`src/rtl/hypot_rr_scheduler.sv`:
```
// Round-robin shared floor(sqrt(x^2+y^2)) engine; result valid W+2 edges after accept, one op per W+4 cycles.
// Backpressure: a held result stalls the engine in DONE indefinitely and keeps every req_ready low.
module hypot_rr_scheduler #(
    parameter int NREQ = 4,
    parameter int W    = 8,
    localparam int IDW = (NREQ > 1) ? $clog2(NREQ) : 1
) (
    input  logic              clk,
    input  logic              rst_n,
    input  logic [NREQ-1:0]   req_valid,
    output logic [NREQ-1:0]   req_ready,
    input  logic [NREQ*W-1:0] req_x,
    input  logic [NREQ*W-1:0] req_y,
    output logic              res_valid,
    input  logic              res_ready,
    output logic [W:0]        res_data,
    output logic [IDW-1:0]    res_id,
    output logic              busy
);

    localparam int SW  = 2 * W + 2;  // sum padded to an even width so each step eats two bits
    localparam int RW  = W + 2;      // remainder never exceeds 2*root
    localparam int RSW = W + 4;

    typedef enum logic [1:0] {S_IDLE, S_SQ, S_ROOT, S_DONE} state_t;

    state_t           state_q, state_d;
    logic [IDW-1:0]   ptr_q, ptr_d;
    logic [W-1:0]     x_q, x_d, y_q, y_d;
    logic [IDW-1:0]   id_q, id_d;
    logic [SW-1:0]    sum_q, sum_d;
    logic [W:0]       root_q, root_d;
    logic [RW-1:0]    rem_q, rem_d;
    logic [3:0]       cnt_q, cnt_d;
    logic [W:0]       res_data_q, res_data_d;
    logic [IDW-1:0]   res_id_q, res_id_d;

    logic [NREQ-1:0]  grant;
    logic [IDW-1:0]   gid;
    logic [IDW-1:0]   cand;
    logic             found;
    logic [W-1:0]     x_sel, y_sel;
    logic [RSW-1:0]   rem_sh, trial;

    // Search from ptr upward with wrap; first valid requester wins.
    always_comb begin
        grant = '0;
        gid   = '0;
        cand  = '0;
        found = 1'b0;
        for (int k = 0; k < NREQ; k++) begin
            cand = IDW'((int'(ptr_q) + k) % NREQ);
            if (!found && req_valid[cand]) begin
                grant[cand] = 1'b1;
                gid         = cand;
                found       = 1'b1;
            end
        end
    end

    always_comb begin
        x_sel = '0;
        y_sel = '0;
        for (int i = 0; i < NREQ; i++) begin
            if (gid == IDW'(i)) begin
                x_sel = req_x[i*W +: W];
                y_sel = req_y[i*W +: W];
            end
        end
    end

    assign req_ready = (rst_n && state_q == S_IDLE) ? grant : '0;
    assign res_valid = (state_q == S_DONE);
    assign busy      = (state_q != S_IDLE);
    assign res_data  = res_data_q;
    assign res_id    = res_id_q;

    always_comb begin
        state_d    = state_q;
        ptr_d      = ptr_q;
        x_d        = x_q;
        y_d        = y_q;
        id_d       = id_q;
        sum_d      = sum_q;
        root_d     = root_q;
        rem_d      = rem_q;
        cnt_d      = cnt_q;
        res_data_d = res_data_q;
        res_id_d   = res_id_q;
        rem_sh     = '0;
        trial      = '0;
        case (state_q)
            S_IDLE: begin
                if (found) begin
                    x_d     = x_sel;
                    y_d     = y_sel;
                    id_d    = gid;
                    ptr_d   = IDW'((int'(gid) + 1) % NREQ);
                    state_d = S_SQ;
                end
            end
            S_SQ: begin
                sum_d   = SW'(x_q) * SW'(x_q) + SW'(y_q) * SW'(y_q);
                root_d  = '0;
                rem_d   = '0;
                cnt_d   = '0;
                state_d = S_ROOT;
            end
            S_ROOT: begin
                // Restoring step: try subtracting 4*root+1 from the widened remainder.
                rem_sh = {rem_q, sum_q[SW-1 -: 2]};
                trial  = RSW'({root_q, 2'b01});
                if (rem_sh >= trial) begin
                    rem_d  = RW'(rem_sh - trial);
                    root_d = {root_q[W-1:0], 1'b1};
                end else begin
                    rem_d  = RW'(rem_sh);
                    root_d = {root_q[W-1:0], 1'b0};
                end
                sum_d = sum_q << 2;
                if (cnt_q == 4'(W)) begin
                    res_data_d = root_d;
                    res_id_d   = id_q;
                    state_d    = S_DONE;
                end else begin
                    cnt_d = cnt_q + 4'd1;
                end
            end
            S_DONE: begin
                if (res_ready) begin
                    state_d = S_IDLE;
                end
            end
            default: state_d = S_IDLE;
        endcase
    end

    always_ff @(posedge clk or negedge rst_n) begin
        if (!rst_n) begin
            state_q    <= S_IDLE;
            ptr_q      <= '0;
            x_q        <= '0;
            y_q        <= '0;
            id_q       <= '0;
            sum_q      <= '0;
            root_q     <= '0;
            rem_q      <= '0;
            cnt_q      <= '0;
            res_data_q <= '0;
            res_id_q   <= '0;
        end else begin
            state_q    <= state_d;
            ptr_q      <= ptr_d;
            x_q        <= x_d;
            y_q        <= y_d;
            id_q       <= id_d;
            sum_q      <= sum_d;
            root_q     <= root_d;
            rem_q      <= rem_d;
            cnt_q      <= cnt_d;
            res_data_q <= res_data_d;
            res_id_q   <= res_id_d;
        end
    end

endmodule

```
`config.mk`:
```
export PLATFORM = sky130hd
export DESIGN_NAME = hypot_rr_scheduler
export DESIGN_NICKNAME = d
export VERILOG_FILES = /design/src/rtl/hypot_rr_scheduler.sv
export SDC_FILE = /design/constraint.sdc
export NUM_CORES = 1
export LEC_CHECK = 0
export CELL_PAD_IN_SITES_DETAIL_PLACEMENT = 2
export CELL_PAD_IN_SITES_GLOBAL_PLACEMENT = 2
export CORE_MARGIN = 4
export CORE_UTILIZATION = 39
export CTS_CLUSTER_DIAMETER = 60
export CTS_CLUSTER_SIZE = 28
export DETAILED_ROUTE_END_ITERATION = 10
export PLACE_DENSITY_LB_ADDON = 0.1
export SYNTH_ARGS = -nofsm -noshare
export SYNTH_HDL_FRONTEND = slang
export SYNTH_SLANG_ARGS = --single-unit
```
`constraint.sdc`:
```
create_clock -name clk -period 13.7 [get_ports clk]
set_input_delay 2.055 -clock clk [delete_from_list [all_inputs] [get_ports clk]]
set_output_delay 2.055 -clock clk [all_outputs]
set_load 0.02 [all_outputs]
```
Word level (Yosys, flattened, before mapping)
Cells that the tools add are included.
{"block": "totals", "regBits": 74, "in_bits": 71, "wordCells": 110}
{"block": "op_classes", "add_sub_neg": 7, "multipliers": 2, "magnitude_cmp": 9, "n_eq_ne": 11, "mux": 48, "n_bitwise": 3, "n_reduce_logical": 19}
{"operator": "8-bit 2-to-1 mux", "count": 8}
{"operator": "18-bit one-hot mux with 2 select lines", "count": 1}
{"operator": "8-bit by 8-bit multiplier with 16-bit output", "count": 2}
{"operator": "4-bit 2-to-1 mux", "count": 6}
{"operator": "10-bit one-hot mux with 2 select lines", "count": 1}
{"operator": "9-bit one-hot mux with 2 select lines", "count": 1}
{"operator": "16-bit by 16-bit adder with 17-bit output", "count": 1}
{"operator": "2-bit 2-to-1 mux", "count": 7}
{"operator": "1-bit 2-to-1 mux", "count": 13}
{"operator": "12-bit by 11-bit >= comparator with 1-bit output", "count": 1}
{"operator": "2-bit by 3-bit < comparator with 1-bit output (second input constant)", "count": 4}
{"operator": "4-bit bitwise OR", "count": 3}
{"operator": "10-bit 2-to-1 mux", "count": 1}
{"operator": "10-bit subtractor", "count": 1}
{"operator": "1-bit binary-select mux with 2-bit select", "count": 4}
{"operator": "1-bit demux with 2-bit select", "count": 4}
{"operator": "2-bit == test (second input constant)", "count": 4}
{"operator": "2-bit by 1-bit >= comparator with 1-bit output (second input constant)", "count": 4}
{"operator": "1-bit logical AND", "count": 8}
{"operator": "2-bit one-hot mux with 4 select lines", "count": 1}
{"operator": "4-bit one-hot mux with 2 select lines", "count": 1}
{"operator": "2-bit inequality test (second input constant)", "count": 3}
{"operator": "2-bit AND reduction", "count": 3}
{"operator": "2-bit by 1-bit adder with 2-bit output (second input constant)", "count": 2}
{"operator": "other kinds (9)", "count": 15}

Depth between registers and ports, before layout
{"block": "depth", "depth_word": 17, "mapped_depth": 21, "ltp_nobuf": 20}

Worst setup path before layout
Ideal clock, no wire load.
{"block": "synth_timing", "path_type": "input port to output port", "from": "input port req_valid[0]", "to": "output port req_ready[0]", "t_arrival_ns": 3.556, "slack_ns": 8.089, "stages": 6, "n_path_buf": 1, "path_cell_list": "clkbuf_1 mux4_2 a21oi_1 a22o_1 mux2i_1 a21oi_1"}
{"block": "synth_between", "elab_chain_len": 13, "elab_cells_between_ends": 25}
{"item": "from (decl)", "line": "10", "source": "input logic [NREQ-1:0] req_valid,"}
{"item": "1-bit binary-select mux with 2-bit select", "line": "53", "source": "if (!found && req_valid[cand]) begin"}
{"item": "1-bit 2-to-1 mux (implied by the code)", "line": "53"}
{"item": "1-bit 2-to-1 mux", "line": "53"}
{"item": "1-bit logical NOT", "line": "53"}
{"item": "1-bit logical AND", "line": "53"}
{"item": "1-bit 2-to-1 mux", "line": "53"}
{"item": "1-bit logical NOT", "line": "53"}
{"item": "1-bit logical AND", "line": "53"}
{"item": "1-bit 2-to-1 mux", "line": "53"}
{"item": "1-bit logical NOT", "line": "53"}
{"item": "1-bit logical AND", "line": "53"}
{"item": "4-bit 2-to-1 mux *", "line": "53"}
{"item": "4-bit 2-to-1 mux *", "line": "72", "source": "assign req_ready = (rst_n && state_q == S_IDLE) ? grant : '0;"}
{"item": "to (decl)", "line": "11", "source": "output logic [NREQ-1:0] req_ready,"}
Mark *: on every way between the ends. The rest lies on a longest branch, timed or not. The select of a mux whose other input is x is not followed.

Worst setup path in the final report
{"block": "layout_timing", "from": "input port req_valid[1]", "to": "output port req_ready[0]"}
Same word-level chain as after synthesis.

==> flow_summary_export.csv <==
group,metric,value,unit
timing,finalSetupViolCount,0,
placement,dp_hpwl,18900,um
worst_setup_path,worst_setup_path_end_kind,"output port",
synthesis,synth_seq_cells,74,
clocking,root_buffer,"clkbuf_16",
routing,vias,6633,
synthesis,yosysSeqAreaShare,0.229,
routing,ant_nets,0,
global_route,grt_overflow,0,
finish,final_cell_mix,"inv_1, nand2_1, ha_1, clkdlybuf4s50_1, a21oi_1",
timing,tightest_slew,1030,ps
status,status,"finished, final reports clean",
clocking,cts.htree.levels,3,
timing,fin_crit_sh,0.486,
finish,layout_commonest_cell,"inv_1",
placement,port_buffers,87,
routing,drc,0,
synthesis,ys_types,57,
clocking,cts_tree,"built",
global_route,antenna_found_initial,0,
clocking,numClockSinks,74,
timing,drv_slew,0,
routing,drt-wirelength-per-cell,19.0,um
synthesis,synth_nets,1148,
clocking,cts_resized,0,
timing,worst_clock_skew,11.0,ps
global_route,global_route.usage.total,0.209,
worst_setup_path,cp_slowest_stage_delay,610,ps
worst_setup_path,crit_arrival,4610,ps
clocking,numCtsBuffers,9,
finish,area_growth,17.1,%
synthesis,avgSynthCellArea,8.84,um^2
global_route,grt_pass1_vias,7657,
timing,finalHoldViolCount,0,
synthesis,synth_edf_count,0,
synthesis,synthesis.instances,915,
hold_path,min_path_type,"reg2reg",
floorplanning,fp.dieArea,23100,um^2
global_route,grt_pass1_wl,39800,um
floorplanning,start_util,0.398,
clocking,ctsHoldBuffers,0,
synthesis,synth_flop_cell,"dfrtp_1",
worst_setup_path,required,11640,ps
worst_setup_path,path_cells,"clkdlybuf4s50_1 -> nand2b_1 -> o21ai_0 -> nor2_1 -> a21oi_1 -> mux2i_1 -> a21oi_1 -> clkdlybuf4s50_1",
synthesis,synth_area,8090,um^2
clocking,cts_buffer_depth,2,
floorplanning,die_x,152,um
floorplanning,core-area,20300,um^2
routing,viasPerCell,5.31,
floorplanning,io_pins,88,
finish,drive_gt1_frac,0.0357,
timing,max_freq,150,MHz
synthesis,yosysWarnings,0,
job,maxCapViolations,0,
timing,relSlewSlack,0.313,
clocking,cts.clk_slew.worst_paths,60,ps
floorplanning,die_h,152,um
routing,wl,23700,um
clocking,clkLatencyLatePin,350,ps
worst_setup_path,path_class,"in2out",
finish,diodes,0,
placement,routabilityCongestion,0.798,
clocking,post_cts_buffers,0,
worst_setup_path,critPathLaunchType,"input pin",
floorplanning,fp-row-count,52,
global_route,grt_max_degree,56,
worst_setup_path,cp_slowest_cell,"clkdlybuf4s50_1",
synthesis,async_flop_share,1.00,
worst_setup_path,critPathMaxFanout,10,
routing,dr.first_iter.drc_count,168,
timing,rsz0062_at_grt,"no",
routing,first_pass_iters,4,
finish,fin_nets,1208,
timing,period_minus_slack,6660,ps
timing,fin_setup_tns,0,ps
[final cells by class]
| cell class | count | area [um^2] |
|---|---|---|
| clock buffer | 9 | 225 |
| clock inverter | 7 | 86.3 |
| fill | 2262 | 10800 |
| inverter | 133 | 499 |
| multi-input combinational | 665 | 5560 |
| sequential | 74 | 1850 |
| tap | 270 | 338 |
| timing repair buffer | 92 | 906 |
[state kept, by name, indices dropped and copies added, names as in the netlist]
| signal | flops |
|---|---|
| id_q | 2 |
| rem_q | 10 |
| res_data | 9 |
| state_q | 2 |
| ptr_q | 2 |
| x_q | 8 |
| y_q | 8 |
| res_id | 2 |
| root_q | 9 |
| sum_q | 18 |
| cnt_q | 4 |
[worst paths after layout]
kind	start	end	slack [ps]	depth (start not counted)
worst max-delay path	req_valid[1]	req_ready[0]	7040	8
worst min-delay path	id_q[1]	id_q[1]	490	2
worst max register to register	y_q[5]	sum_q[16]	7850	17
worst min register to register	id_q[1]	id_q[1]	490	2
max in group asynchronous	rst_n	y_q[5]	11100	2
min in group asynchronous	rst_n	rem_q[9]	1610	1
[worst max-delay path: cells and delay by family]
| kind | cells | cell delay (ps) |
|---|---|---|
| AO/OA/AOI/OAI | 3 | 810 |
| buffers and inverters | 2 | 1190 |
| multiplexers | 1 | 190 |
| AND/OR/NAND/NOR | 2 | 360 |
[metrics by stage]
stage	area [um^2]	std cells	util	hold WS (ps)	setup slack, ps
floorplan	8090	915	-	450	8090
global placement	9160	1234	0.451	462	7150
detailed placement	9160	1234	0.451	474	7050
CTS	9470	1250	0.467	497	7030
global route	9470	1250	0.467	531	6850
finish	9470	1250	0.467	487	7040
[metal layers]
metal / up-vias / part of all wire / GRT usage
li1: 3156 / - / -
met1: 3337 / 0.45 / 0.265
met2: 113 / 0.50 / 0.372
met3: 27 / 0.037 / 0.0316
met4: 0 / 0.017 / 0.0578
met5: - / 0 / 0
[synth_stat cells, types with 12 or more instances]
cell      count  area [um^2]
a21oi_1      84          420
fa_1         76         1520
o21ai_1      20          100
inv_1       131          492
nor2b_1      12         75.1
nor2_1       41          154
o21ai_0      40          200
nand3_1      21          105
clkbuf_1     36          135
dfrtp_1      74         1850
nand3b_1     17          128
nand2_1      88          330
and2_1       36          225
xnor2_1      15          131
mux2i_1      20          200
ha_1         86         1080
[cell families (layout without fill, tap and decap cells)]
group	Yosys count	after routing	share of synthesized area
muxes	27	27	0.0359
DFF	74	74	0.229
and+or+nand+nor	244	244	0.147
adders and majority gates	162	162	0.321
xor gates and xnor gates	24	24	0.0260
buffers and inverters	176	241	0.0831
AOI/OAI and AO/OA	208	208	0.157
Power is not shown: default switching activity piles up to over one toggle a cycle in this logic, so the estimate is an artifact.
